<file path="src/rtl/sdram_arbiter_pkg.sv">
// Shared definitions for the two-requester SDRAM arbiter: FSM state
// encoding, requester/owner encoding and the grant-selection rule.
package sdram_arbiter_pkg;

    // Command sequencer states; exactly one command is in flight at a time.
    typedef enum logic [1:0] {
        ST_IDLE  = 2'd0,
        ST_ISSUE = 2'd1,
        ST_GAP   = 2'd2,
        ST_WAIT  = 2'd3
    } arb_state_t;

    // Which requester owns the in-flight command.
    typedef enum logic {
        OWN_SPI  = 1'b0,
        OWN_USER = 1'b1
    } owner_t;

    // SPI has priority unless the user request has been passed over
    // STARVE_LIMIT times in a row (starved), or SPI has nothing pending.
    function automatic owner_t pick_owner(
        input logic spi_valid,
        input logic user_valid,
        input logic starved
    );
        if (user_valid && (!spi_valid || starved)) begin
            return OWN_USER;
        end
        return OWN_SPI;
    endfunction

endpackage

</file>
<file path="src/rtl/sdram_req_slot.sv">
// One-entry holding register for a single requester. A request is
// captured only while the slot is empty; pulses that arrive while it is
// full are dropped. The slot empties when the arbiter signals completion,
// and completion wins over a same-cycle enable so the requester retries.
module sdram_req_slot #(
    parameter int ADDR_BITS = 32
) (
    input  logic                 clk,
    input  logic                 reset,
    input  logic                 enable,
    input  logic                 we,
    input  logic [ADDR_BITS-1:0] addr,
    input  logic [7:0]           wr_data,
    input  logic                 clear,
    output logic                 valid,
    output logic                 slot_we,
    output logic [ADDR_BITS-1:0] slot_addr,
    output logic [7:0]           slot_wr_data
);

    logic capture;

    assign capture = enable && !valid && !clear;

    // Occupancy flag: completion has priority over a new capture.
    always_ff @(posedge clk or posedge reset) begin
        // NOTE: sequential state is always assigned with <= so every flop
        // samples the pre-edge values of its neighbours.
        if (reset) begin
            valid <= 1'b0;
        end else if (clear) begin
            valid <= 1'b0;
        end else if (capture) begin
            valid <= 1'b1;
        end
    end

    // Request payload, loaded alongside the occupancy flag.
    always_ff @(posedge clk) begin
        // NOTE: the payload has no reset; valid alone qualifies it, so
        // clearing these wide registers would only add reset routing.
        if (capture) begin
            slot_we      <= we;
            slot_addr    <= addr;
            slot_wr_data <= wr_data;
        end
    end

endmodule

</file>
<file path="src/rtl/sdram_arbiter.sv">
// Arbitrates SPI and user-parser byte requests onto a single SDRAM
// controller command port. Each requester has its own holding slot; a
// single FSM issues one command at a time, waits out the controller's late
// busy assertion, then completes on busy falling (write) or on the read
// strobe (read). SPI has priority, bounded by a starvation counter that
// forces a user grant after STARVE_LIMIT consecutive SPI grants.
module sdram_arbiter
    import sdram_arbiter_pkg::*;
#(
    parameter int ADDR_BITS    = 32,
    parameter int STARVE_LIMIT = 4
) (
    input  logic                 clk,
    input  logic                 reset,

    input  logic                 spi_enable,
    input  logic                 spi_we,
    input  logic [ADDR_BITS-1:0] spi_addr,
    input  logic [7:0]           spi_wr_data,
    output logic [7:0]           spi_rd_data,
    output logic                 spi_rd_ready,
    output logic                 spi_busy,

    input  logic                 user_enable,
    input  logic                 user_we,
    input  logic [ADDR_BITS-1:0] user_addr,
    input  logic [7:0]           user_wr_data,
    output logic [7:0]           user_rd_data,
    output logic                 user_rd_ready,
    output logic                 user_busy,

    input  logic                 spi_refresh_inhibit,
    input  logic                 user_refresh_inhibit,

    output logic [ADDR_BITS-1:0] sd_addr,
    output logic [7:0]           sd_wr_data,
    output logic                 sd_we,
    output logic                 sd_enable,
    input  logic [7:0]           sd_rd_data,
    input  logic                 sd_rd_ready,
    input  logic                 sd_busy,
    output logic                 sd_refresh_inhibit
);

    localparam int STARVE_W = (STARVE_LIMIT < 1) ? 1 : $clog2(STARVE_LIMIT + 1);
    localparam logic [STARVE_W-1:0] STARVE_MAX = STARVE_W'(STARVE_LIMIT);

    arb_state_t           state;
    owner_t               owner;
    owner_t               grant;
    logic                 cur_we;
    logic [STARVE_W-1:0]  starve_cnt;

    logic                 spi_valid;
    logic                 spi_slot_we;
    logic [ADDR_BITS-1:0] spi_slot_addr;
    logic [7:0]           spi_slot_wr_data;
    logic                 user_valid;
    logic                 user_slot_we;
    logic [ADDR_BITS-1:0] user_slot_addr;
    logic [7:0]           user_slot_wr_data;

    logic                 done;
    logic                 spi_clear;
    logic                 user_clear;

    // Busy is exactly "slot holds a request that has not completed yet".
    assign spi_busy  = spi_valid;
    assign user_busy = user_valid;

    sdram_req_slot #(.ADDR_BITS(ADDR_BITS)) u_spi_slot (
        .clk          (clk),
        .reset        (reset),
        .enable       (spi_enable),
        .we           (spi_we),
        .addr         (spi_addr),
        .wr_data      (spi_wr_data),
        .clear        (spi_clear),
        .valid        (spi_valid),
        .slot_we      (spi_slot_we),
        .slot_addr    (spi_slot_addr),
        .slot_wr_data (spi_slot_wr_data)
    );

    sdram_req_slot #(.ADDR_BITS(ADDR_BITS)) u_user_slot (
        .clk          (clk),
        .reset        (reset),
        .enable       (user_enable),
        .we           (user_we),
        .addr         (user_addr),
        .wr_data      (user_wr_data),
        .clear        (user_clear),
        .valid        (user_valid),
        .slot_we      (user_slot_we),
        .slot_addr    (user_slot_addr),
        .slot_wr_data (user_slot_wr_data)
    );

    // Completion decode and grant selection for the current cycle.
    always_comb begin
        // NOTE: every always_comb output gets a default first so no path
        // leaves it unassigned and a latch cannot be inferred.
        done       = 1'b0;
        spi_clear  = 1'b0;
        user_clear = 1'b0;
        grant      = pick_owner(spi_valid, user_valid, starve_cnt == STARVE_MAX);
        if (state == ST_WAIT) begin
            done = cur_we ? !sd_busy : sd_rd_ready;
        end
        if (done) begin
            spi_clear  = (owner == OWN_SPI);
            user_clear = (owner == OWN_USER);
        end
    end

    // Command sequencer with registered controller and read-return outputs.
    always_ff @(posedge clk or posedge reset) begin
        if (reset) begin
            state         <= ST_IDLE;
            owner         <= OWN_SPI;
            cur_we        <= 1'b0;
            starve_cnt    <= '0;
            sd_enable     <= 1'b0;
            sd_we         <= 1'b0;
            sd_addr       <= '0;
            sd_wr_data    <= '0;
            spi_rd_ready  <= 1'b0;
            spi_rd_data   <= '0;
            user_rd_ready <= 1'b0;
            user_rd_data  <= '0;
        end else begin
            sd_enable     <= 1'b0;
            spi_rd_ready  <= 1'b0;
            user_rd_ready <= 1'b0;

            case (state)
                ST_IDLE: begin
                    if ((spi_valid || user_valid) && !sd_busy) begin
                        sd_enable <= 1'b1;
                        owner     <= grant;
                        state     <= ST_ISSUE;
                        if (grant == OWN_USER) begin
                            sd_we      <= user_slot_we;
                            sd_addr    <= user_slot_addr;
                            sd_wr_data <= user_slot_wr_data;
                            cur_we     <= user_slot_we;
                            starve_cnt <= '0;
                        end else begin
                            sd_we      <= spi_slot_we;
                            sd_addr    <= spi_slot_addr;
                            sd_wr_data <= spi_slot_wr_data;
                            cur_we     <= spi_slot_we;
                            if (user_valid && starve_cnt != STARVE_MAX) begin
                                starve_cnt <= starve_cnt + STARVE_W'(1);
                            end
                        end
                    end
                end

                // sd_enable is high for exactly this one cycle.
                ST_ISSUE: state <= ST_GAP;

                // Controller raises sd_busy late; do not sample it here.
                ST_GAP: state <= ST_WAIT;

                ST_WAIT: begin
                    if (done) begin
                        state <= ST_IDLE;
                        if (!cur_we) begin
                            if (owner == OWN_USER) begin
                                user_rd_data  <= sd_rd_data;
                                user_rd_ready <= 1'b1;
                            end else begin
                                spi_rd_data  <= sd_rd_data;
                                spi_rd_ready <= 1'b1;
                            end
                        end
                    end
                end

                default: state <= ST_IDLE;
            endcase
        end
    end

    // Refresh-inhibit hint: registered OR of both requesters.
    always_ff @(posedge clk or posedge reset) begin
        if (reset) begin
            sd_refresh_inhibit <= 1'b0;
        end else begin
            sd_refresh_inhibit <= spi_refresh_inhibit | user_refresh_inhibit;
        end
    end

endmodule

</file>
<file path="config.mk">
export PLATFORM = sky130hd
export DESIGN_NAME = sdram_arbiter
export DESIGN_NICKNAME = d
export VERILOG_FILES = /design/src/rtl/sdram_arbiter_pkg.sv /design/src/rtl/sdram_req_slot.sv /design/src/rtl/sdram_arbiter.sv
export SDC_FILE = /design/constraint.sdc
export NUM_CORES = 1
export LEC_CHECK = 0
export CAP_MARGIN = 20
export CORE_UTILIZATION = 50
export CTS_BUF_LIST = sky130_fd_sc_hd__clkbuf_8
export DETAILED_ROUTE_END_ITERATION = 12
export GPL_ROUTABILITY_DRIVEN = 1
export HOLD_SLACK_MARGIN = 0.15
export PLACE_DENSITY = 0.8
export REMOVE_ABC_BUFFERS = 1
export SYNTH_ARGS = -nofsm -noshare
export SYNTH_HDL_FRONTEND = slang
export SYNTH_SLANG_ARGS = --single-unit
</file>
<file path="constraint.sdc">
create_clock -name clk -period 2.5 [get_ports clk]
set_input_delay 0.25 -clock clk [delete_from_list [all_inputs] [get_ports clk]]
set_output_delay 0.25 -clock clk [all_outputs]
set_load 0.1 [all_outputs]
</file>
**Yosys cells after proc, flatten, opt, wreduce, memory -nomap -nowiden**

Cells that the tools add are included.
Widths: inputs -> output; s select.

- Add/sub/neg operators: 1
- Equality and inequality tests: 7
- Multiplexer cells: 29
- Bitwise operators: 3
- Reductions and logical operators: 23

Operators by type and width:

| operator | count |
|---|---|
| $mux 32 | 1 |
| $mux 1 | 22 |
| $mux 8 | 1 |
| $pmux 2 s4 | 1 |
| $reduce_and 4->1 | 2 |
| $logic_and 1x1->1 | 7 |
| $mux 3 | 2 |
| $reduce_bool 2->1 | 3 |
| $logic_not 1->1 | 5 |
| $eq 2x2->1 const B | 2 |
| $mux 2 | 2 |
| $ne 2x2->1 const B | 2 |
| $reduce_and 2->1 | 2 |
| $add 3x1->3 const B | 1 |
| $eq 3x3->1 const B | 1 |
| $ne 3x3->1 const B | 1 |
| $reduce_and 3->1 | 1 |
| $eq 2x1->1 const B | 1 |
| $logic_not 2->1 | 1 |
| $logic_or 1x1->1 | 2 |
| $not 1->1 | 2 |
| $or 1x1->1 | 1 |

- Register bits after elaboration: 151
- Output and inout port bits: 63
- Word-level logic and storage cells: 83

**Logic depth before layout (Yosys ltp)**

Gate-level depths: netlist of run 1.

- Depth after elaboration: 8
- Mapped depth: 7

**Modules after synthesis**

From an unflattened synthesis of run 1, not the netlist that was laid out.

- Cells, all modules: 416
- Area total of the unflattened synthesis: 6099.6 um^2

By module, submodules not included:

| module | times used | cells an instance | area each (um^2) | seq. area each (um^2) |
|---|---|---|---|---|
| sdram_arbiter | 1 | 326 | 3534.6 | 1676.6 |
| sdram_req_slot | 2 | 45 | 1282.5 | 1256.2 |

**Least setup slack after synthesis of run 1**

No wires, ideal clock.

- Kind: register -> register
- Start point: reg cur_we
- End point: reg u_user_slot.slot_addr[0] (enable)
- Arrival: 2.411 ns
- Required time: 2.098 ns
- Path slack: -0.313 ns
- Cell stages (with the launch flop): 4
- Path buffers: 0
- Cell sequence: dfrtp_1 > nor2b_1 > o211ai_1 > and3_1

- Cells in the longest elaborated chain, start to end: 5

RTL lines:

| what | RTL line | source |
|---|---|---|
| start, declared | sdram_arbiter.sv:51 | `logic cur_we;` |
| start signal, assigned | sdram_arbiter.sv:146 | `cur_we <= user_slot_we;` |
| start signal, assigned | sdram_arbiter.sv:152 | `cur_we <= spi_slot_we;` |
| $mux 1 | sdram_arbiter.sv:108 | `done = cur_we ? !sd_busy : sd_rd_ready;` |
| $mux 1 | sdram_arbiter.sv:107 | `if (state == ST_WAIT) begin` |
| $mux 1 | sdram_arbiter.sv:110 | `if (done) begin` |
| $logic_not 1->1 | sdram_req_slot.sv:23 | `assign capture = enable && !valid && !clear;` |
| $logic_and 1x1->1 | sdram_req_slot.sv:23 |  |
| net u_user_slot.capture | sdram_req_slot.sv:21 | `logic capture;` |
| end signal, assigned | sdram_req_slot.sv:44 | `slot_addr <= addr;` |
| end, declared | sdram_req_slot.sv:17 | `output logic [ADDR_BITS-1:0] slot_addr,` |

The timed path passes the listed nets, and every way through them passes these cells.
A chain may end at the register's enable or synchronous reset.

**Worst setup path in the final report of run 1**

- Start point: reg u_user_slot.valid
- End point: out user_busy

RTL lines:

| what | RTL line | source |
|---|---|---|
| start, declared | sdram_req_slot.sv:15 | `output logic valid,` |
| start signal, assigned | sdram_req_slot.sv:30 | `valid <= 1'b0;` |
| start signal, assigned | sdram_req_slot.sv:32 | `valid <= 1'b0;` |
| start signal, assigned | sdram_req_slot.sv:34 | `valid <= 1'b1;` |
| end, declared | sdram_arbiter.sv:30 | `output logic user_busy,` |

No word-level cell between the ends.

==> impl_results.md, run 1 <==
* Cell count after placement at 698
* Violated checks: DRC
* CTS buffer count at 17
* Critical path buffer and inverter count at 2
* Final RePlAce weighted congestion at 0.7792
* Setup_tns at 0 ps
* Dpl hpwl at 9.615 mm
* Mapped Cells at 415
* Synth area leader: edfxtp_1
* IO Count at 161
* Latest clock arrival within the worst-skew pair at 450 ps
* Max_cap viols at 0
* Site Rows at 39
* Area post-placement at 7662 um2
* Global route total overflow at 0
* Unrepaired setup endpoints after global routing: false
* Initial antenna violation count at 0
* Post-Layout Cell Count at 731
* Syn Area/Cell at 14.57 um2
* Final Cycle Share at 80.52%
* Max Root-Sink Buffers at 2
* Worst Hold Depth at 1
* First-pass GRT wire length at 22.07 mm
* Critical Path Source Type: flop
* Root buffer cell: clkbuf_8
* Final wirelength at 13.97 mm
* Hold buffer count at cts at 1
* Final instance area at 8169 um2
* CORE AREA at 11,610 um2
* Endpoints failing hold at 0
* CP most frequent cell: buf_4
* Share of post-route cells with drive strength above 1 at 22.28%
* Final setup fails at 0
* Worst EP arrival at 1760 ps
* Cell depth of the worst setup path at 2
* Status: finished, violations left
* Area Overhead vs Synth at 35.12%
* Commonest non-fill, non-tap cells in the layout: clkdlybuf4s50_1, edfxtp_1, buf_4
* Ys async rst share at 45.70%
* Number of global-route vias before repair at 4,157
* Crit end category: output port
* Vias at 4,081
* Tot GR Track Use at 23.67%
* Port bufs at 160
* Starting Density at 52.06%
* Utilization after layout at 70.34%
* Post-synth EDFFs at 82
* Slowest cell delay on critical path at 640 ps
* Largest delay share family, worst path: buffers and inverters
* Number of cells on the worst reg-to-reg path at 6
* Area contributors post-synth: edfxtp_1, dfrtp_1, o22a_1, o211ai_1, a21boi_0
* Main synth FF type: edfxtp_1
* Worst EP required at 2250 ps
* Critical path's slowest cell: dfrtp_2
* CP Class: flop to output port
* # Post-CTS Setup Buffers at 0
* Worst Clk Skew at 7.939 ps
* Routed Antenna Nets at 0
* Max FO, Critical Path at 26
* Ys Warns at 0
* TritonRoute pass-1 iters at 10
* H-Tree Depth at 4
* Clock sinks at 151
* Slew Limit Fails at 0
* Rel. slew slack at 54.86%
* DR iter-0 viols at 205
* DRC at 9
* Fmax at 0.4968 GHz
* Worst-Margin Slew at 673.4 ps
* CTS tree: done
* Mapped cell area at 6046 um2
* Wirelength per Cell at 19.10 um
* Critical path, cell by cell: buf_4 > buf_4
* Synth top area share at 40.73%
* Min Clock Period, post-route at 2013 ps
* Die X at 112.0 um
* Clk slew on worst S/H paths at 80 ps
* Nets@finish at 679
* Overall die height at 112.0 um
* Ant. Diodes at 0
* Hold Path Class: primary input to flop
* Die area at 12,540 um2
* Seq/Total Area, Yosys at 69.29%
* Vias per Instance at 5.583
* Largest net degree at the start of global routing at 40
* Most common cell after layout, fill and taps aside: clkdlybuf4s50_1
* Synthesis-stage register bit count at 151
* Distinct cells, synth at 36
* Post-cts repair resize count at 0
## metrics by stage
| step | setup WS (ps) | hold WS [ps] |
|---|---|---|
| after CTS | 474.6 | 323.2 |
| final | 486.9 | 353.3 |
| after detailed placement | 439.2 | 503.1 |
| after global routing | 398.9 | 323.5 |
| after global placement | 471.2 | 493.1 |
| after floorplan | -1656 | 348.9 |
## registers in the layout (all words and copies together) (netlist names), 2 cells and up
register and count:
u_spi_slot.slot_wr_data 8, starve_cnt 3, sd_wr_data 8, sd_addr 32, state 2, spi_rd_data 8
u_user_slot.slot_addr 32, u_spi_slot.slot_addr 32, u_user_slot.slot_wr_data 8, user_rd_data 8
## cells in the mapped netlist (all sizes together), types with 2 or more instances
master and instances:
inv 11, ha 6, dfrtp 69, nand2 46
o211ai 41, nor2 2, clkbuf 18, a21boi 41
mux2 17, nor2b 2, buf 15, edfxtp 82
o21ai 6, o22a 41
## worst reg2reg max path, stage by stage (launching register included)
cell and delay, ps:
dfrtp_1 400, inv_1 100, ha_1 260, a21bo_2 400, buf_12 220, a21boi_0 120, o22a_1 220
## path summary, 6_finish.rpt
kind | endpoint | from | slack [ps]
worst min register to register | sd_addr[16]$_DFFE_PP0P_ | sd_addr[16]$_DFFE_PP0P_ | 510
min in group asynchronous | sd_refresh_inhibit$_DFF_PP0_ | reset | 670
worst min-delay path | u_user_slot.slot_addr[12]$_DFFE_PP_ | user_addr[12] | 350
worst max register to register | sd_wr_data[5]$_DFFE_PP0P_ | starve_cnt[0]$_DFFE_PP0P_ | 660
worst max-delay path | user_busy | u_user_slot.valid$_DFFE_PP0P_ | 490
max in group asynchronous | u_user_slot.valid$_DFFE_PP0P_ | reset | 1130
## layer usage
layer / vias up / part of all wire (%) / GRT usage, %
li1: 1872 / - / -
met1: 1999 / 41 / 31.10
met2: 187 / 50 / 37.60
met3: 23 / 7.5 / 5.988
met4: 0 / 2.0 / 10.31
met5: - / 0 / 0
## kinds of logic (layout without fill, tap and decap cells)
family | Yosys count | after routing | synth area share, %
DFF | 151 | 151 | 69.29
buffers and inverters | 44 | 217 | 3.663
AOI/OAI and AO/OA | 137 | 137 | 17.80
adders and majority gates | 6 | 6 | 1.242
and+or+nand+nor | 59 | 59 | 4.181
muxes | 18 | 18 | 3.829
## layout make-up
class / instances / area (um2)
flip-flops and latches: 151 / 4190
fillers: 768 / 3445
multi-input cells: 220 / 1648
repair buffers: 174 / 1614
clock buffers: 19 / 261.5
clock inverters: 13 / 235.2
well taps: 143 / 178.9
inverters: 11 / 41.29
Power of run 1 is left out: the tool's default activity adds up to more than one toggle a clock period on the data nets, which glitch-free logic cannot reach.
==> run 2: changes to the inputs <==
--- a/config.mk
+++ b/config.mk
@@ -6,12 +6,12 @@
 export NUM_CORES = 1
 export LEC_CHECK = 0
 export CAP_MARGIN = 20
-export CORE_UTILIZATION = 50
+export CORE_UTILIZATION = 45
 export CTS_BUF_LIST = sky130_fd_sc_hd__clkbuf_8
 export DETAILED_ROUTE_END_ITERATION = 12
 export GPL_ROUTABILITY_DRIVEN = 1
 export HOLD_SLACK_MARGIN = 0.15
-export PLACE_DENSITY = 0.8
+export PLACE_DENSITY = 0.76
 export REMOVE_ABC_BUFFERS = 1
 export SYNTH_ARGS = -nofsm -noshare
 export SYNTH_HDL_FRONTEND = slang
==> constraint.sdc (replaced) <==
create_clock -name clk -period 1.8 [get_ports clk]
set_input_delay 0.18 -clock clk [delete_from_list [all_inputs] [get_ports clk]]
set_output_delay 0.18 -clock clk [all_outputs]
set_load 0.1 [all_outputs]
==> run 2 against run 1 <==
  * The flow now finishes without violations
  * First-iteration DRC count up 29%
  * Flip-flop and latch count unchanged
  * Design area up 1.7%
  * Global-route usage down 2.7 points
==> impl_results.md, run 2 (synthesis gave the netlist of run 1 again) <==
* Nets@finish at 687 (+1.2%)
* Final RePlAce weighted congestion at 0.7623 (-2.2%)
* Site Rows at 41 (+5.1%)
* Worst EP required at 1940 ps (-310 ps)
* Final instance area at 8312 um2 (+1.7%)
* Max_cap viols at 0 (unchanged)
* Initial antenna violation count at 0 (unchanged)
* Worst EP arrival at 1820 ps (+60 ps)
* Worst Clk Skew at 11.47 ps (+3.530 ps)
* DR iter-0 viols at 264 (+29%)
* Dpl hpwl at 9.508 mm (-1.1%)
* Share of post-route cells with drive strength above 1 at 22.99% (+0.71 points)
* Status: complete, no violations
* CORE AREA at 12,880 um2 (+11%)
* Fmax at 0.5948 GHz
* Tot GR Track Use at 21.01% (-2.7 points)
* DRC at 0 (-9)
* Unrepaired setup endpoints after global routing: false
* IO Count at 161 (unchanged)
* Vias per Instance at 5.315 (-4.8%)
* Slew Limit Fails at 0 (unchanged)
* Endpoints failing hold at 0 (unchanged)
* Starting Density at 46.95% (-5.1 points)
* Max FO, Critical Path at 26 (unchanged)
* Global route total overflow at 0 (unchanged)
* Hold Path Class: primary input to flop
* Port bufs at 160 (unchanged)
* Area Overhead vs Synth at 37.48%
* Die X at 117.9 um (+5.3%)
* Die area at 13,900 um2 (+11%)
* Rel. slew slack at 72.50% (+18 points)
* Placement Setup Slack at -58.25 ps (-497.4 ps)
* Worst-Margin Slew at 412.1 ps (-261.4 ps)
* Final setup fails at 0 (unchanged)
* CTS buffer count at 17 (unchanged)
* H-Tree Depth at 4 (unchanged)
* Worst setup margin at 118.9 ps (-368.1 ps)
* Latest clock arrival within the worst-skew pair at 450 ps (about the same)
* Largest registers: sd_addr (32), u_spi_slot.slot_addr (32), u_user_slot.slot_addr (32)
* Clock sinks at 151 (unchanged)
* Min Clock Period, post-route at 1681 ps
* Wirelength per Cell at 17.94 um (-6.1%)
* Crit end category: flop
* Root buffer cell: clkbuf_8
* Final Cycle Share at 93.40%
* Final wirelength at 13.78 mm (-1.3%)
* CP Class: flop to flop
* First-pass GRT wire length at 22.25 mm (+0.84%)
* Routed Antenna Nets at 0 (unchanged)
* Critical Path Source Type: flop
* Overall die height at 117.9 um (+5.3%)
* Area post-placement at 7848 um2 (+2.4%)
* Vias at 4,082 (+0.025%)
* Commonest non-fill, non-tap cells in the layout: clkdlybuf4s50_1, edfxtp_1, buf_4
* # Post-CTS Setup Buffers at 0 (unchanged)
* TritonRoute pass-1 iters at 4 (-6)
* Largest net degree at the start of global routing at 85 (+110%)
* Ant. Diodes at 0 (unchanged)
* Most common cell after layout, fill and taps aside: clkdlybuf4s50_1
* Number of global-route vias before repair at 4,345 (+4.5%)
* CTS tree: done
* Clk slew on worst S/H paths at 80 ps (about the same)
* Max Root-Sink Buffers at 2 (unchanged)
[run 2: layout make-up]
type / instances / area [um2]
Multi-Input combinational cell: 220 / 1648
Timing Repair Buffer: 182 / 1762
Sequential cell: 151 / 4190
Tap cell: 172 / 215.2
Clock inverter: 15 / 220.2
Fill cell: 968 / 4564
Clock buffer: 17 / 234.0
Inverter: 11 / 42.54
[run 2: critical path: stages (launching register included)]
cell      delay, ps
dfrtp_1         450
nor2b_1         190
o211ai_1        240
and3_2          280
buf_12          200
[run 2: final timing paths]
path | startpoint | to | slack, ps | cells after the start
max in group asynchronous | reset | user_rd_data[6]$_DFFE_PP0P_ | 720 | 4
setup / recovery | cur_we$_DFFE_PP0P_ | u_user_slot.slot_addr[27]$_DFFE_PP_ | 120 | 4
hold / removal | spi_wr_data[2] | u_spi_slot.slot_wr_data[2]$_DFFE_PP_ | 280 | 1
min in group asynchronous | reset | cur_we$_DFFE_PP0P_ | 610 | 3
setup reg to reg | cur_we$_DFFE_PP0P_ | u_user_slot.slot_addr[27]$_DFFE_PP_ | 120 | 4
hold reg to reg | spi_rd_data[3]$_DFFE_PP0P_ | spi_rd_data[3]$_DFFE_PP0P_ | 510 | 1
[run 2: metrics by stage]
stage          hold WS (ps)  TNS [ps]  std cells  util [%]
4_1_cts               243.6         0        768     64.55
2_1_floorplan         278.9   -211490        382         -
3_5_place_dp          497.0     -2213        735     60.95
6_report              279.7         0        768     64.55
3_3_place_gp          490.1         0        735     60.95
5_1_grt               251.0         0        768     64.55
[run 2: timing repair]
item,4_1_cts,5_1_grt
setup endpoints to repair,0,31
hold buffers,1,0
gates resized for setup,0,1
hold endpoints to repair,18,0
[run 2: routing by layer]
metal / vias to the layer above / GRT usage, % / routed length [um]
met5: - / 0 / 0
met1: 2003 / 25.00 / 5614
li1: 1897 / - / -
met2: 166 / 36.10 / 7093
met4: 0 / 7.452 / 176
met3: 16 / 6.153 / 896
Power of run 2 is left out for the same reason.
==> variant 1: new RTL, flow settings as in run 1 <==
Make the reset (`reset`) synchronous in 3 clocked blocks.
--- a/src/rtl/sdram_req_slot.sv
+++ b/src/rtl/sdram_req_slot.sv
@@ -24,5 +24,5 @@
 
     // Occupancy flag: completion has priority over a new capture.
-    always_ff @(posedge clk or posedge reset) begin
+    always_ff @(posedge clk) begin
         // NOTE: sequential state is always assigned with <= so every flop
         // samples the pre-edge values of its neighbours.
--- a/src/rtl/sdram_arbiter.sv
+++ b/src/rtl/sdram_arbiter.sv
@@ -115,5 +115,5 @@
 
     // Command sequencer with registered controller and read-return outputs.
-    always_ff @(posedge clk or posedge reset) begin
+    always_ff @(posedge clk) begin
         if (reset) begin
             state         <= ST_IDLE;
@@ -185,5 +185,5 @@
 
     // Refresh-inhibit hint: registered OR of both requesters.
-    always_ff @(posedge clk or posedge reset) begin
+    always_ff @(posedge clk) begin
         if (reset) begin
             sd_refresh_inhibit <= 1'b0;
Check against the original RTL: differs if reset is asserted again (counterexample within 4 cycles, from zero or initial values and one cycle with reset high); with reset held inactive, the same outputs for 10 cycles.
==> variant 1 against run 1 <==
- critical path depth rose by 3
- worst setup slack got worse by 0.094 ns
- wire length grew 3.1%
- final area decreased by 3.8%
- critical endpoint is now sd_addr[9]
- sequential cell count did not move
- highest routed layer unchanged
- critical path type is now reg2reg
- area after synthesis fell by 2.5%
- clock skew increased by 0.0013 ns
==> variant 1: results <==
group,metric,value,unit
finish,layout-drive-gt1-share,24.2,%
grt,grt_pass1_vias,4391,
pwr,p_sw,2.84,mW
drt,wl_met1,5850,um
logic_synthesis,yosysSeqAreaShare,65.2,%
drt,drt_iter0_markers,288,
setup_path,worstPathArrival,2.47,ns
worst_hold_path,hp-class,"in2reg",
logic_synthesis,yosysUniqueCellTypes,35,
timing,clock_skew,0.00921,ns
grt,grt_pass1_wl,22400,um
grt,grtUsageMet1,28.7,%
setup_path,r2r_slack,0.39,ns
setup_path,r2r_cells,5,
setup_path,crit_path_max_incr_delay,0.76,ns
finish,n_antenna_cell,0,
grt,grt_use_met2,39.4,%
pwr,p_leak,2.74,nW
placement,routabilityCongestion,0.806,
clock_network,insertion_delay,0.47,ns
grt,grtUsageMet3,6.53,%
logic_synthesis,yosys-top-cells-count,"edfxtp_1 (82), dfxtp_1 (69), a21oi_1 (63)",
drt,first_pass_iters,4,
placement,port-buffer-count,160,
logic_synthesis,synth.area.top_cells,"edfxtp_1 (42%), dfxtp_1 (23%), a311oi_2 (9.9%)",
finish,fillerInstances,821,
finish,fin_nets,715,
placement,hpwl,9120,um
clock_network,postCtsSetupBuffers,0,
setup_path,rr_startpoint,"starve_cnt[0]",
logic_synthesis,synth_warnings,0,
grt,grt_max_degree,73,
pwr,pwr-share-comb,32.5,%
finish,largestRegisters,"sd_addr x32, u_spi_slot.slot_addr x32, u_user_slot.slot_addr x32",
worst_hold_path,hold_start,"spi_wr_data[5]",
drt,via_count,4421,
logic_synthesis,async_reset_ff_share,0,%
clock_network,clkTransAtPathRegs,0.08,ns
setup_path,crit_fanout,44,
clock_network,cts_root_buffer,"clkbuf_8",
timing,worst_slew_pin_slew,1.00,ns
drt,avgRoutedWirePerCell,18.8,um
grt,track_usage,24.1,%
drt,dr_wl_met3,1100,um
drt,wl_met2,6980,um
placement,place_ws,0.426,ns
clock_network,ctsResizeCount,0,
setup_path,path_delay_family,"compound AO/OA/AOI/OAI gates",
setup_path,regToRegEndpoint,"sd_addr[9]",
run_status,status,"finished, final reports clean",
setup_path,slowest_stage,"a21bo_2",
worst_hold_path,min_to,"u_spi_slot.slot_wr_data[5]",
-- variant 1: area by class of cell --
class,instances,area (sq um),area share [%]
clock buffers,20,275,3.50
multi-input cells,266,1830,23.4
repair buffers,169,1550,19.7
flip-flops and latches,151,3840,48.9
well taps,143,179,2.28
inverters,6,22.5,0.287
clock inverters,12,153,1.94
-- variant 1: how the worst max path moves through the flow --
| stage | depth (start not counted) | slack (ns) | startpoint | to |
|---|---|---|---|---|
| 6_report | 5 | 0.39 | starve_cnt[0] | sd_addr[9] |
| 5_1_grt | 5 | 0.28 | starve_cnt[0] | sd_addr[9] |
| 4_1_cts | 5 | 0.39 | starve_cnt[0] | sd_addr[9] |
| 3_5_place_dp | 3 | 0.43 | u_user_slot.valid | sd_addr[9] |
| 3_3_place_gp | 5 | 0.53 | sd_busy | u_user_slot.slot_wr_data[3] |
| 2_1_floorplan | 3 | -2.37 | cur_we | u_spi_slot.slot_addr[0] |
-- variant 1: metrics by stage --
stage	power (mW)	hold slack (ns)	area (sq um)	cells	setup TNS (ns)
3_3_place_gp	5.46	0.444	7430	735	0
5_1_grt	7.71	0.314	7860	767	0
3_5_place_dp	5.53	0.452	7430	735	0
4_1_cts	7.48	0.310	7860	767	0
2_1_floorplan	4.82	0.318	5680	423	-236.12
6_report	7.45	0.329	7860	767	0
-- variant 1: cell families (layout without fill, tap and decap cells) --
kind of cell,Yosys count,after routing,synth area share (%)
multiplexers,2,2,0.340
AO/OA/AOI/OAI,152,152,20.1
adder cells (fa/ha/maj),6,6,1.27
AND/OR/NAND/NOR,106,106,8.93
buffers and inverters,50,207,4.12
flip-flops,151,151,65.2
==> variant 2: new RTL, flow settings as in run 1 <==
Without the edit above. `ADDR_BITS` is set to 32 in 2 places; all go to 48.
--- a/src/rtl/sdram_req_slot.sv
+++ b/src/rtl/sdram_req_slot.sv
@@ -4,5 +4,5 @@
 // and completion wins over a same-cycle enable so the requester retries.
 module sdram_req_slot #(
-    parameter int ADDR_BITS = 32
+    parameter int ADDR_BITS = 48
 ) (
     input  logic                 clk,
--- a/src/rtl/sdram_arbiter.sv
+++ b/src/rtl/sdram_arbiter.sv
@@ -8,5 +8,5 @@
     import sdram_arbiter_pkg::*;
 #(
-    parameter int ADDR_BITS    = 32,
+    parameter int ADDR_BITS    = 48,
     parameter int STARVE_LIMIT = 4
 ) (
Interface: changed (resized sd_addr, spi_addr and user_addr); port bits go from 161 to 209. The function was not compared with the original's and may differ.
==> variant 2 against run 1 <==
- final area increased by 27%
- core utilization shrank 2.3 points
- sequential cell count increased by 48
- first-iteration DRC count rose by 64%
- wire length is 32% higher
- via count is 29% higher
- area after synthesis is 30% higher
- synthesized cell count up 30%
- worst setup slack improved by 0.016 ns
Power is left out: the tool's default activity adds up to more than one toggle a clock period on the data nets, which glitch-free logic cannot reach.
==> variant 2: results <==
group,metric,value,unit
drt,drc,0,
setup_path,crit_start,"state[0]",
worst_hold_path,hold_start,"user_addr[15]",
setup_path,worstPathArrival,2.38,ns
placement,port-buffer-count,208,
setup_path,critical_path_class,"reg2reg",
setup_path,r2r_cells,5,
logic_synthesis,synth.area.top_cells,"edfxtp_1 (44%), dfrtp_1 (27%), o22a_1 (6.4%)",
worst_hold_path,min_to,"u_user_slot.slot_addr[15]",
setup_path,crit_path_max_incr_delay,0.52,ns
finish,largestRegisters,"sd_addr x48, u_spi_slot.slot_addr x48, u_user_slot.slot_addr x48",
run_status,status,"finished, final reports clean",
timing,hold_ws,0.353,ns
grt,track_usage,23.4,%
setup_path,regToRegEndpoint,"sd_addr[4]",
drt,drt_wl_total,18400,um
finish,post-route-util,68.1,%
drt,viasPerCell,5.47,
setup_path,slowest_stage,"ha_2",
timing,period_share,79.9,%
logic_synthesis,yosys-top-cells-count,"edfxtp_1 (114), dfrtp_1 (85), nand2_1 (62)",
logic_synthesis,yosysSeqAreaShare,70.7,%
setup_path,crit_fanout,38,
placement,routabilityCongestion,0.821,
placement,place_ws,0.497,ns
drt,wl_met1,7390,um
grt,grt_pass1_vias,5462,
finish,fillerInstances,1034,
drt,wl_met2,9240,um
drt,drt_iter0_markers,337,
timing,clock_skew,0.0112,ns
finish,layout-drive-gt1-share,20.3,%
logic_synthesis,synth-edff-count,114,
[variant 2: final cells by class]
| type | instances | area [sq um] | share of cell area [%] |
|---|---|---|---|
| Clock buffer | 23 | 317 | 3.05 |
| Inverter | 11 | 42.5 | 0.410 |
| Multi-Input combinational cell | 284 | 2070 | 19.9 |
| Clock inverter | 9 | 72.6 | 0.699 |
| Sequential cell | 199 | 5550 | 53.5 |
| Tap cell | 211 | 264 | 2.54 |
| Timing Repair Buffer | 226 | 2070 | 19.9 |
[variant 2: metal layers]
| layer | up-vias | GRT usage (%) |
|---|---|---|
| li1 | 2433 | - |
| met1 | 2570 | 30.0 |
| met2 | 243 | 37.5 |
| met3 | 22 | 7.33 |
| met4 | 0 | 8.75 |
| met5 | - | 0 |
[variant 2: cells by family after synthesis]
group / count (synthesis) / share of synthesized area [%]
and+or+nand+nor: 75 / 3.98
muxes: 18 / 2.56
adders and majority gates: 6 / 0.956
AOI/OAI and AO/OA: 185 / 18.5
DFF: 199 / 70.7
buffers and inverters: 58 / 3.33
